<file path="config.mk">
export PLATFORM = sky130hd
export DESIGN_NAME = amp_power_sequencer
export DESIGN_NICKNAME = d
export VERILOG_FILES = /design/src/rtl/amp_power_sequencer.sv
export SDC_FILE = /design/constraint.sdc
export NUM_CORES = 1
export LEC_CHECK = 0
export ABC_AREA = 1
export ABC_CLOCK_PERIOD_IN_PS = 1900
export CORE_MARGIN = 5
export CORE_UTILIZATION = 30
export CTS_CLUSTER_DIAMETER = 50
export DETAILED_ROUTE_END_ITERATION = 6
export HOLD_SLACK_MARGIN = 0.1
export PLACE_DENSITY_LB_ADDON = 0.15
export SLEW_MARGIN = 20
export SYNTH_ARGS = -nofsm -noshare
export SYNTH_HDL_FRONTEND = slang
export SYNTH_SLANG_ARGS = --single-unit
</file>
<file path="constraint.sdc">
create_clock -name clk_in -period 1.9 [get_ports clk_in]
set_input_delay 0.38 -clock clk_in [delete_from_list [all_inputs] [get_ports clk_in]]
set_output_delay 0.38 -clock clk_in [all_outputs]
set_load 0.02 [all_outputs]
</file>
<file path="src/rtl/amp_power_sequencer.sv">
// amp_power_sequencer: amplifier power-up, I2C config handshake, fault recovery and lockout.
module amp_power_sequencer #(
  parameter int unsigned CNT_W       = 16,
  parameter int unsigned RST_CYC     = 1000,
  parameter int unsigned PWR_CYC     = 4000,
  parameter int unsigned IDLE_CYC    = 64,
  parameter int unsigned CFG_TIMEOUT = 60000,
  parameter int unsigned MAX_RETRY   = 3
) (
  input  logic       clk_in,
  input  logic       resetb,
  input  logic       enable,
  input  logic       amp_fault_n,
  input  logic       i2c_scl,
  output logic       i2c_resetb,
  output logic       send_cfg,
  output logic       amp_nreset,
  output logic       amp_nmute,
  output logic       ready,
  output logic       fault,
  output logic [2:0] retry_cnt
);

  localparam int unsigned FLT_W   = 3;
  localparam int unsigned FLT_LEN = 4;

  localparam logic [CNT_W-1:0] RST_LAST  = CNT_W'(RST_CYC - 1);
  localparam logic [CNT_W-1:0] PWR_LAST  = CNT_W'(PWR_CYC - 1);
  localparam logic [CNT_W-1:0] IDLE_LAST = CNT_W'(IDLE_CYC - 1);
  localparam logic [CNT_W-1:0] TO_LAST   = CNT_W'(CFG_TIMEOUT - 1);
  localparam logic [CNT_W-1:0] CNT_MAX   = '1;
  localparam logic [FLT_W-1:0] FLT_LAST  = FLT_W'(FLT_LEN - 1);
  localparam logic [2:0]       RETRY_MAX = 3'(MAX_RETRY);

  typedef enum logic [3:0] {
    IDLE,
    RESET_HOLD,
    POWER_WAIT,
    SEND,
    CFG_WAIT,
    UNMUTE,
    RUN,
    FAULT_HOLD,
    SHUTDOWN,
    LOCKOUT
  } state_t;

  state_t             state;
  state_t             state_nxt;
  logic [CNT_W-1:0]   cnt;
  logic [CNT_W-1:0]   idle_cnt;
  logic [1:0]         fault_sync;
  logic [1:0]         scl_sync;
  logic [FLT_W-1:0]   flt_cnt;
  logic               fault_s;
  logic               scl_s;
  logic               fault_det_c;
  logic               idle_done_c;
  logic               pwr_on_c;
  logic               keep_cnt_c;

  assign fault_s = fault_sync[1];
  assign scl_s   = scl_sync[1];

  // Two-flop synchronisers for the asynchronous fault pin and the monitored SCL line.
  always_ff @(posedge clk_in or negedge resetb) begin
    if (!resetb) begin
      fault_sync <= 2'b11;
      scl_sync   <= 2'b11;
    end else begin
      fault_sync <= {fault_sync[0], amp_fault_n};
      scl_sync   <= {scl_sync[0], i2c_scl};
    end
  end

  // Glitch filter: counts consecutive synced-low cycles, saturating one short of the threshold.
  always_ff @(posedge clk_in or negedge resetb) begin
    if (!resetb) begin
      flt_cnt <= '0;
    end else if (fault_s) begin
      flt_cnt <= '0;
    end else if (flt_cnt != FLT_LAST) begin
      flt_cnt <= flt_cnt + FLT_W'(1);
    end
  end

  // Fault is seen on the fourth consecutive low cycle and drops on the first high cycle.
  assign fault_det_c = !fault_s && (flt_cnt == FLT_LAST);

  // Consecutive SCL-high cycles while waiting for the config transfer to finish.
  always_ff @(posedge clk_in or negedge resetb) begin
    if (!resetb) begin
      idle_cnt <= '0;
    end else if ((state != CFG_WAIT) || !scl_s) begin
      idle_cnt <= '0;
    end else if (idle_cnt != CNT_MAX) begin
      idle_cnt <= idle_cnt + CNT_W'(1);
    end
  end

  assign idle_done_c = scl_s && (idle_cnt == IDLE_LAST);

  // Next-state selection; shutdown outranks fault, fault outranks timeout and progress.
  always_comb begin
    state_nxt = state;
    case (state)
      IDLE: begin
        if (enable) state_nxt = RESET_HOLD;
      end
      RESET_HOLD: begin
        if (!enable)              state_nxt = SHUTDOWN;
        else if (cnt == RST_LAST) state_nxt = POWER_WAIT;
      end
      POWER_WAIT: begin
        if (!enable)              state_nxt = SHUTDOWN;
        else if (fault_det_c)     state_nxt = FAULT_HOLD;
        else if (cnt == PWR_LAST) state_nxt = SEND;
      end
      SEND: begin
        if (!enable)             state_nxt = SHUTDOWN;
        else if (fault_det_c)    state_nxt = FAULT_HOLD;
        else if (cnt == TO_LAST) state_nxt = FAULT_HOLD;
        else if (!scl_s)         state_nxt = CFG_WAIT;
      end
      CFG_WAIT: begin
        if (!enable)             state_nxt = SHUTDOWN;
        else if (fault_det_c)    state_nxt = FAULT_HOLD;
        else if (cnt == TO_LAST) state_nxt = FAULT_HOLD;
        else if (idle_done_c)    state_nxt = UNMUTE;
      end
      UNMUTE: begin
        if (!enable)          state_nxt = SHUTDOWN;
        else if (fault_det_c) state_nxt = FAULT_HOLD;
        else                  state_nxt = RUN;
      end
      RUN: begin
        if (!enable)          state_nxt = SHUTDOWN;
        else if (fault_det_c) state_nxt = FAULT_HOLD;
      end
      FAULT_HOLD: begin
        if (!enable)                    state_nxt = SHUTDOWN;
        else if (retry_cnt < RETRY_MAX) state_nxt = RESET_HOLD;
        else                            state_nxt = LOCKOUT;
      end
      SHUTDOWN: begin
        state_nxt = IDLE;
      end
      LOCKOUT: begin
        if (!enable) state_nxt = IDLE;
      end
      default: begin
        state_nxt = IDLE;
      end
    endcase
  end

  // Amp and master are powered out of reset from POWER_WAIT through RUN.
  assign pwr_on_c = (state_nxt == POWER_WAIT) || (state_nxt == SEND) ||
                    (state_nxt == CFG_WAIT)   || (state_nxt == UNMUTE) ||
                    (state_nxt == RUN);

  // The config timeout spans SEND and CFG_WAIT, so that move keeps the count running.
  assign keep_cnt_c = (state_nxt == state) || ((state == SEND) && (state_nxt == CFG_WAIT));

  // State, shared delay counter and all pin outputs, registered from the next state.
  always_ff @(posedge clk_in or negedge resetb) begin
    if (!resetb) begin
      state      <= IDLE;
      cnt        <= '0;
      i2c_resetb <= 1'b0;
      send_cfg   <= 1'b0;
      amp_nreset <= 1'b0;
      amp_nmute  <= 1'b0;
      ready      <= 1'b0;
      fault      <= 1'b0;
      retry_cnt  <= '0;
    end else begin
      state <= state_nxt;

      if (!keep_cnt_c) begin
        cnt <= '0;
      end else if (cnt != CNT_MAX) begin
        cnt <= cnt + CNT_W'(1);
      end

      // Shutdown mutes first and leaves the reset pins alone for one cycle.
      if (state_nxt != SHUTDOWN) begin
        i2c_resetb <= pwr_on_c;
        amp_nreset <= pwr_on_c;
      end
      send_cfg  <= (state_nxt == SEND);
      amp_nmute <= (state_nxt == UNMUTE) || (state_nxt == RUN);
      ready     <= (state_nxt == RUN);

      if ((state == FAULT_HOLD) && (state_nxt == RESET_HOLD)) begin
        retry_cnt <= retry_cnt + 3'd1;
      end else if ((state_nxt == SHUTDOWN) ||
                   ((state == LOCKOUT) && (state_nxt == IDLE)) ||
                   ((state == RUN) && (state_nxt == RUN) && (cnt == CNT_MAX))) begin
        retry_cnt <= '0;
      end

      if ((state == FAULT_HOLD) && (state_nxt == LOCKOUT)) begin
        fault <= 1'b1;
      end else if ((state == LOCKOUT) && (state_nxt == IDLE)) begin
        fault <= 1'b0;
      end
    end
  end

endmodule

</file>
==> Word level (Yosys, flattened, before mapping) <==
Cells that the tools add are included.
W data, S select, Z words.
{ "totals": {"ff_bits": 51, "inputBits": 5, "out_inout_bits": 9, "wordCells": 103} }
{ "classes": {"add_sub_neg": 4, "order_cmp": 1, "n_eq_ne": 29, "n_mux": 32, "n_reduce_logical": 25} }
{ "ops": {"columns": ["cell", "count"], "rows": [
  ["$mux W4", 20],
  ["$mux W16", 4],
  ["$pmux W4 S9", 1],
  ["$add A16 B1 Y16 const B", 2],
  ["$eq A16 B16 Y1 const B", 2],
  ["$ne A16 B16 Y1 const B", 2],
  ["$eq A4 B3 Y1 const B", 7],
  ["$eq A16 B10 Y1 const B", 1],
  ["$eq A16 B12 Y1 const B", 1],
  ["$eq A16 B6 Y1 const B", 1],
  ["$eq A4 B2 Y1 const B", 4],
  ["$eq A4 B4 Y1 const B", 3],
  ["$mux W3", 4],
  ["$logic_or A1 B1 Y1", 9],
  ["$eq A4 B1 Y1 const B", 2],
  ["$logic_and A1 B1 Y1", 8],
  ["$logic_not A4 Y1", 2],
  ["$reduce_bool A2 Y1", 4],
  ["$add A3 B1 Y3 const B", 2],
  ["$eq A4 B4 Y1", 1],
  ["$ne A4 B3 Y1 const B", 1],
  ["$ne A4 B4 Y1 const B", 1],
  ["$eq A3 B2 Y1 const B", 1],
  ["$lt A3 B2 Y1 const B", 1],
  ["other kinds (4)", 7]
]} }

==> Logic depth before layout (Yosys ltp) <==
Gate-level depths: netlist of the first run.
{ "logic_depth": {"word_depth": 13, "ltp_mapped": 16} }

==> Worst setup path before layout of the first run <==
OpenSTA, ideal clock, no wires.
{ "synth_timing": {"kind": "reg-to-reg", "start": "register flt_cnt[0]", "end": "register cnt[14]", "t_arrival_ns": 2.000, "t_required_ns": 1.827, "setup_slack_ns": -0.173, "stages_incl_launch_ff": 17, "path_buffers": 1, "period_less_slack_ns": 2.073, "cell_sequence": "dfrtp_1 > ha_1 > ha_1 > inv_1 > nor2_1 > inv_1 > nand2_1 > a21oi_2 > nand3_1 > nand2_2 > nand2_4 > nand2_1 > nand2_1 > nor2_2 > nand3_4 > buf_6 > a21oi_2"} }
{ "synth_via": {"elab_chain_len": 9, "elab_cells_between_ends": 19, "classes_between": "eq/ne (4); mux (12); reduce/logical (3)"} }
{ "synth_rtl": {"columns": ["element", "line", "source"], "rows": [
  ["start: declaration", "54", "logic [FLT_W-1:0] flt_cnt;"],
  ["start signal: assignment", "83", "flt_cnt <= flt_cnt + FLT_W'(1);"],
  ["$eq A3 B2 Y1 (*)", "88", "assign fault_det_c = !fault_s && (flt_cnt == FLT_LAST);"],
  ["$logic_and A1 B1 Y1 (*)", "88", null],
  ["$mux W4, on equally long branches (2 in a row)", null, null],
  ["$pmux W4 S9 (*)", "106", "case (state)"],
  ["named net state_nxt[2]", "49", "state_t state_nxt;"],
  ["$eq A4 B3 Y1", "163", "assign keep_cnt_c = (state_nxt == state) || ((state == SEND) && (state_nxt == CFG_WAIT));"],
  ["$logic_and A1 B1 Y1", "163", null],
  ["$logic_or A1 B1 Y1 (*)", "163", null],
  ["$ne A2 B1 Y1 (no source line) / $mux W16 (equally long branches)", null, null],
  ["end signal: assignment", "183", "cnt <= cnt + CNT_W'(1);"],
  ["end: declaration", "50", "logic [CNT_W-1:0] cnt;"]
]} }
The timed path passes the listed nets; every way through them passes the cells marked *.
A chain may end at the register's enable or synchronous reset.

==> Worst setup path after layout of the first run <==
{ "layout_timing": {"start": "register flt_cnt[0]", "end": "register cnt[2]"} }
The elaborated chain is that of the path after synthesis.

==> flow_summary.yaml, run 1 <==
critical_path:
  path_cells: "ha_2, ha_4, inv_4, nor2_4, inv_2, nand2_2, a21oi_2, nand3_1, nand2_2, nand2_4, nand2_1, nand2_1, nor2_2, nand3_4, clkbuf_16, a21oi_2"
  cp-end-kind: "flip-flop"
  crit_family: "simple AND/OR/NAND/NOR gates"
  critPathKind: "reg -> reg"
  r2r_cells: 16
  cp-start-kind: "flip-flop"
  crit_buf_inv: 3
  crit_required_ns: 2.14
  r2r_slack_ns: -0.18
  crit_fanout: 5
  cpPeakStageDelay_ns: 0.40
  r2r-start: "flt_cnt[0]"
  cp_data_arrival_time_ns: 2.31
  reg2reg_to: "cnt[2]"
  worst_path_max_delay_cell: "dfrtp_1"
clocking:
  clockBufferDepth: 2
  cts_buffers: 5
  cts_tree: "built"
  cts.htree.levels: 2
  path_clk_slew_ns: 0.10
  cts_root_buf: "clkbuf_8"
  clk_latency_ns: 0.30
  clock-sinks: 51
routing:
  firstDrtPassIters: 4
  ant_nets: 0
  detail_route.wl_per_cell_microns: 11.45
  via_per_inst: 4.376
  drc: 0
  vias: 2827
  routed_wl_microns: 7398
  drt_iter0_markers: 177
synthesis:
  synth_warnings: 0
  syn-num-nets: 418
  synth_cell_types: 40
  synth_edf_count: 0
  yosysSeqAreaShare: 0.4139
  ys_ff_latch: 51
  synth_cells: 408
  async_flop_share: 1.000
  syn_area_sq_um: 3095
  synth.avg_cell_area_sq_um: 7.587
  synth-main-ff-cell: "dfrtp_1"
global_routing:
  antenna_found_initial: 0
  grt_pass1_wl_microns: 12540
  grt_pass1_vias: 2758
  grt_overflow_total: 0
  gr-usage-all-layers: 0.1196
  grt_max_degree: 52
power:
  p_int_w: 0.001823
  combPwrFrac: 0.209
  p_clk_frac: 0.322
  pwr-share-seq: 0.469
  swShare: 0.2632
  p_sw_w: 0.0006513
  cellLeakagePower_nw: 2.080
  ir_drop_mv: 0.4301
  power_density_nw_per_um2: 563.7
floorplanning:
  die_w_microns: 111.6
  dieArea_sq_um: 12450
  start_util: 0.3039
  core_sq_um: 10180
  die_height_microns: 111.6
  rows: 37
  io_pins: 14
sta:
  post-route-period-util: 1.094
  relSlewSlack: 0.7770
  rsz0062_at_grt: "true"
  finalSetupViolations: 21
  hold_violations: 0
  fmax_mhz: 481.2
  fin_worst_skew_ns: 0.006710
  slew_viol_final: 0
  fin_ws_ns: -0.1780
  fin_crit_ns: 2.078
  max_slew.worst_pin.slew_ns: 0.3330
run:
  cap_violations: 0
place:
  io_buffers: 13
  dp_hpwl_microns: 5531
  place_congestion: 0.8511
  post_dp_cell_area_sq_um: 3955
final_layout:
  area_growth_pct: 41.79
  final_core_util: 0.4310
  nNetsFinal: 519
  num_antenna_cells: 0
  final_layout_size_suffix_gt1_frac: 0.3569
  final_cell_area_sq_um: 4389
outcome:
  outcome: "finished, violations left"
  violations: "setup timing"
worst_hold_path:
  hp-start: "scl_sync[0]"
  whs_path_depth: 0
  hold_class: "reg -> reg"
  whs_endpoint: "scl_sync[1]"
## metrics by stage
step	TNS (ns)	hold slack (ns)	worst slack, ns	total power (W)	std cells
global placement	-3.573	0.3465	-0.2040	0.001548	626
CTS	-2.445	0.3623	-0.1437	0.002425	640
floorplan	-0.5566	0.08441	-0.05575	0.001393	408
detailed placement	-4.080	0.3468	-0.2546	0.001552	626
global route	-6.347	0.3706	-0.3312	0.002607	646
finish	-2.778	0.3610	-0.1780	0.002474	646
## what timing repair did
item	in CTS	in global routing
gates cloned	0	1
pin swaps	7	25
setup endpoints to repair	24	33
setup buffers	5	5
hold endpoints to repair	47	0
hold buffers	1	0
gates resized for setup	11	44
## registers in the layout, summed over array words and instances (netlist names)
signal and flops:
amp_nmute 1, amp_nreset 1, cnt 16, fault 1
fault_sync 2, flt_cnt 3, idle_cnt 16, ready 1
retry_cnt 3, scl_sync 2, send_cfg 1, state 4
## how the worst max path moves through the flow
| stage | start | end | slack [ns] | cells past startpoint |
|---|---|---|---|---|
| after CTS | state[2] | retry_cnt[2] | -0.14 | 11 |
| after detailed placement | enable | cnt[9] | -0.25 | 9 |
| final | flt_cnt[0] | cnt[2] | -0.18 | 16 |
| after global routing | flt_cnt[0] | cnt[2] | -0.33 | 16 |
| after floorplan | flt_cnt[0] | cnt[14] | -0.06 | 16 |
| after global placement | enable | cnt[15] | -0.20 | 9 |
## logic make-up (layout without fill, tap and decap cells)
| group | Yosys count | count (layout) | synth area share |
|---|---|---|---|
| simple gates | 219 | 219 | 0.3302 |
| buf+inv | 63 | 165 | 0.08367 |
| compound gates | 59 | 59 | 0.1205 |
| flops | 51 | 51 | 0.4139 |
| xor+xnor | 10 | 10 | 0.02830 |
| fa+ha+maj | 5 | 5 | 0.02021 |
| mux | 1 | 1 | 0.003234 |
## per-layer routing
| metal | global-route usage | share of wire |
|---|---|---|
| met1 | 0.1673 | 0.51 |
| met2 | 0.1982 | 0.46 |
| met3 | 0.02174 | 0.024 |
| met4 | 0.01703 | 0.0042 |
| met5 | 0 | 0 |
## power by group through the flow
stage | registers, W | clock network [W] | logic [W]
3_5_place_dp | 0.00118 | 0 | 0.000375
2_1_floorplan | 0.00118 | 0 | 0.000208
5_1_grt | 0.00117 | 0.000872 | 0.000568
3_3_place_gp | 0.00118 | 0 | 0.000372
6_report | 0.00116 | 0.000797 | 0.000517
4_1_cts | 0.00116 | 0.000827 | 0.000442
## synthesized netlist by cell type (2+ instances only)
| library cell | instances | share of area |
|---|---|---|
| nand2_1 | 91 | 0.11 |
| inv_1 | 54 | 0.065 |
| nor2_1 | 52 | 0.063 |
| dfrtp_1 | 47 | 0.38 |
| nand3_1 | 38 | 0.061 |
| a21oi_1 | 18 | 0.029 |
| o21ai_0 | 17 | 0.027 |
| a21oi_2 | 12 | 0.034 |
| nand4_1 | 9 | 0.018 |
| xor2_1 | 9 | 0.025 |
| nor3_1 | 7 | 0.011 |
| ha_1 | 5 | 0.020 |
| nand2_2 | 5 | 0.010 |
| dfstp_2 | 4 | 0.034 |
| nand2_4 | 4 | 0.015 |
| inv_2 | 3 | 0.0036 |
| nor2_2 | 3 | 0.0061 |
| o21a_1 | 3 | 0.0073 |
| buf_6 | 2 | 0.0073 |
| nor2_4 | 2 | 0.0073 |
| o211ai_1 | 2 | 0.0048 |
| o21ai_1 | 2 | 0.0032 |
| o31ai_1 | 2 | 0.0048 |
## layout by cell type (no fill, tap or decap), types with 4 or more instances in the layout
master,instances
buf_6,6
clkbuf_8,6
buf_4,73
a21oi_2,19
dfstp_2,4
a21oi_1,10
xor2_1,9
nand3_2,5
nand3_1,34
buf_12,4
nor2_1,39
nand2_1,81
inv_1,49
nand2_2,14
o21ai_0,16
clkdlybuf4s50_1,12
nand4_1,9
nor3_1,7
nor2_4,6
dfrtp_1,46
nor2_2,12
nand2_4,5
inv_2,7
## cell type report
type	count	area [sq um]
clock buffers	6	82.58
clock inverters	2	35.03
fillers	1014	5796
inverters	59	227.7
multi-input cells	294	1735
flip-flops and latches	51	1282
well taps	136	170.2
repair buffers	98	855.8
## worst register-to-register path, delay by kind of cell (launching register included)
family                     cells  cell delay [ns]
and+or+nand+nor                9             0.72
DFF                            1             0.40
adders and majority gates      2             0.37
buffers and inverters          3             0.32
AOI/OAI and AO/OA              2             0.21
Note: power is estimated with default switching activity, not from simulation.
==> run 2: changes to the inputs <==
--- a/config.mk
+++ b/config.mk
@@ -6,13 +6,14 @@
 export NUM_CORES = 1
 export LEC_CHECK = 0
 export ABC_AREA = 1
-export ABC_CLOCK_PERIOD_IN_PS = 1900
+export ABC_CLOCK_PERIOD_IN_PS = 2500
 export CORE_MARGIN = 5
 export CORE_UTILIZATION = 30
 export CTS_CLUSTER_DIAMETER = 50
 export DETAILED_ROUTE_END_ITERATION = 6
 export HOLD_SLACK_MARGIN = 0.1
 export PLACE_DENSITY_LB_ADDON = 0.15
+export SKIP_CTS_REPAIR_TIMING = 1
 export SLEW_MARGIN = 20
 export SYNTH_ARGS = -nofsm -noshare
 export SYNTH_HDL_FRONTEND = slang
==> constraint.sdc (replaced) <==
create_clock -name clk_in -period 2.5 [get_ports clk_in]
set_input_delay 0.5 -clock clk_in [delete_from_list [all_inputs] [get_ports clk_in]]
set_output_delay 0.5 -clock clk_in [all_outputs]
set_load 0.02 [all_outputs]
==> run 2 against run 1 <==
Net effect: the run now ends clean; first-iteration DRC count is 25% lower; final cell count shrank 12%; power decreased by 35%; worst hold slack lost 0.079 ns; global-route usage down 0.086 points; cell area fell by 19%; setup slack better by 0.37 ns; clock power is 39% lower; utilization is 8.2 points lower; clock skew increased by 0.0062 ns; die area is the same.
==> flow_summary.yaml, run 2 (synthesized netlist as in run 1, its figures left out) <==
outcome:
  outcome: "completed"
power:
  p_sw_w: 0.0004718
  cellLeakagePower_nw: 1.654
  power_density_nw_per_um2: 451.6
  swShare: 0.2943
  p_clk_frac: 0.303
  p_int_w: 0.001131
  ir_drop_mv: 0.2062
  pwr-share-seq: 0.553
  combPwrFrac: 0.144
sta:
  slew_viol_final: 0
  finalSetupViolations: 0
  fin_crit_ns: 2.308
  fin_tns_setup_ns: 0
  max_slew.worst_pin.slew_ns: 0.6842
  fin_worst_skew_ns: 0.01291
  fmax_mhz: 433.2
  relSlewSlack: 0.5439
  post-route-period-util: 0.9233
  hold_violations: 0
  rsz0062_at_grt: "false"
clocking:
  clk_latency_ns: 0.31
  cts_buffers: 5
  cts.htree.levels: 2
  clock-sinks: 51
  cts_root_buf: "clkbuf_8"
  clockBufferDepth: 2
  path_clk_slew_ns: 0.10
  cts_tree: "built"
worst_hold_path:
  hold_class: "in -> async"
routing:
  vias: 2663
  ant_nets: 0
  drt_iter0_markers: 132
  firstDrtPassIters: 4
  drc: 0
  via_per_inst: 4.680
  detail_route.wl_per_cell_microns: 12.96
  routed_wl_microns: 7372
critical_path:
  crit_path_frequent_cell: "nand2_1"
  cpPeakStageDelay_ns: 0.41
  crit_family: "simple AND/OR/NAND/NOR gates"
  critPathKind: "reg -> reg"
  worst_path_max_delay_cell: "dfrtp_1"
  crit_start: "flt_cnt[0]"
  path_cells: "ha_1, ha_1, inv_2, nor2_2, inv_1, nand2_1, a21oi_2, nand3_1, nand2_2, nand2_4, nand2_1, nand2_1, nor2_4, nand3_4, a21oi_2"
  crit_required_ns: 2.74
  crit_fanout: 8
  cp-end-kind: "flip-flop"
  r2r-start: "flt_cnt[0]"
  cp-start-kind: "flip-flop"
  cp_data_arrival_time_ns: 2.55
  crit_buf_inv: 2
final_layout:
  final_cell_mix: "90 x nand2_1, 53 x inv_1, 51 x nor2_1, 47 x dfrtp_1, 38 x nand3_1"
  fillCellCount: 1082
  area_growth_pct: 14.67
  final_core_util: 0.3485
  num_antenna_cells: 0
  final_common_cell: "nand2_1"
  nNetsFinal: 442
  top_regs: "cnt (16), idle_cnt (16), state (4)"
  final_layout_size_suffix_gt1_frac: 0.1501
global_routing:
  grt_pass1_vias: 2646
  grt_overflow_total: 0
  antenna_found_initial: 0
  grt_max_degree: 52
  grt_pass1_wl_microns: 12430
  gr-usage-all-layers: 0.1187
run:
  cap_violations: 0
floorplanning:
  core_sq_um: 10180
  io_pins: 14
  rows: 37
  die_w_microns: 111.6
  start_util: 0.3039
  die_height_microns: 111.6
  dieArea_sq_um: 12450
place:
  place_congestion: 0.8515
  io_buffers: 13
  dp_hpwl_microns: 5226
==> run 2: changes by cell type in the layout (fill, tap and decap cells not counted), moves of 4 or more <==
cell and delta:
buf_4 -67, nor2_1 +12, nand2_1 +9, nor2_2 -9, nand2_2 -8, buf_6 -6
a21oi_1 +4, buf_12 -4, ha_1 +4, inv_1 +4, nand3_1 +4, nand3_2 -4
==> run 2: per-stage QoR <==
stage	instances	total power (W)	worst slack, ns	cell area [sq um]	hold slack [ns]
global placement	556	0.001107	0.2349	3379	0.3470
global route	569	0.001697	0.005380	3550	0.3671
CTS	564	0.001606	0.1011	3465	0.3300
detailed placement	556	0.001111	0.1172	3379	0.3468
floorplan	408	0.001047	0.4272	3095	0.2044
finish	569	0.001603	0.1916	3550	0.2822
==> run 2: layer usage <==
layer	GRT usage	vias up	share of wire	wire, microns
li1	-	1373	-	-
met1	0.1614	1249	0.48	3535
met2	0.1982	34	0.49	3611
met3	0.02065	7	0.020	150
met4	0.02676	0	0.010	75
met5	0	-	0	0
==> run 2: final cells by class <==
| cell class | instances | area, sq um | area share |
|---|---|---|---|
| clock inverter | 2 | 12.51 | 0.003525 |
| tap | 136 | 170.2 | 0.04794 |
| inverter | 59 | 225.2 | 0.06345 |
| sequential | 51 | 1281 | 0.3609 |
| clock buffer | 6 | 72.57 | 0.02044 |
| timing repair buffer | 19 | 170.2 | 0.04794 |
| multi-input combinational | 296 | 1618 | 0.4558 |
==> run 2: path summary, 6_finish.rpt <==
check	end	slack, ns	depth (start not counted)
setup / recovery	cnt[14]	0.19	15
hold / removal	cnt[0]	0.28	2
setup reg to reg	cnt[14]	0.19	15
hold reg to reg	scl_sync[1]	0.36	0
max in group asynchronous	idle_cnt[2]	1.72	2
min in group clk_in	scl_sync[1]	0.36	0
==> run 2: power by group through the flow <==
stage	sequential [W]	combinational, W	clock [W]
finish	0.000887	0.000230	0.000486
global route	0.000894	0.000261	0.000542
CTS	0.000887	0.000208	0.000511
detailed placement	0.000902	0.000209	0
global placement	0.000902	0.000205	0
floorplan	0.000900	0.000148	0
==> run 3: changes to the inputs <==
--- a/config.mk
+++ b/config.mk
@@ -11,6 +11,7 @@
 export CORE_UTILIZATION = 30
 export CTS_CLUSTER_DIAMETER = 50
 export DETAILED_ROUTE_END_ITERATION = 6
+export GPL_TIMING_DRIVEN = 1
 export HOLD_SLACK_MARGIN = 0.1
 export PLACE_DENSITY_LB_ADDON = 0.15
 export SKIP_CTS_REPAIR_TIMING = 1
==> results of run 3 <==
Same layout as run 2: the final DEF is identical, and so are final timing and power.
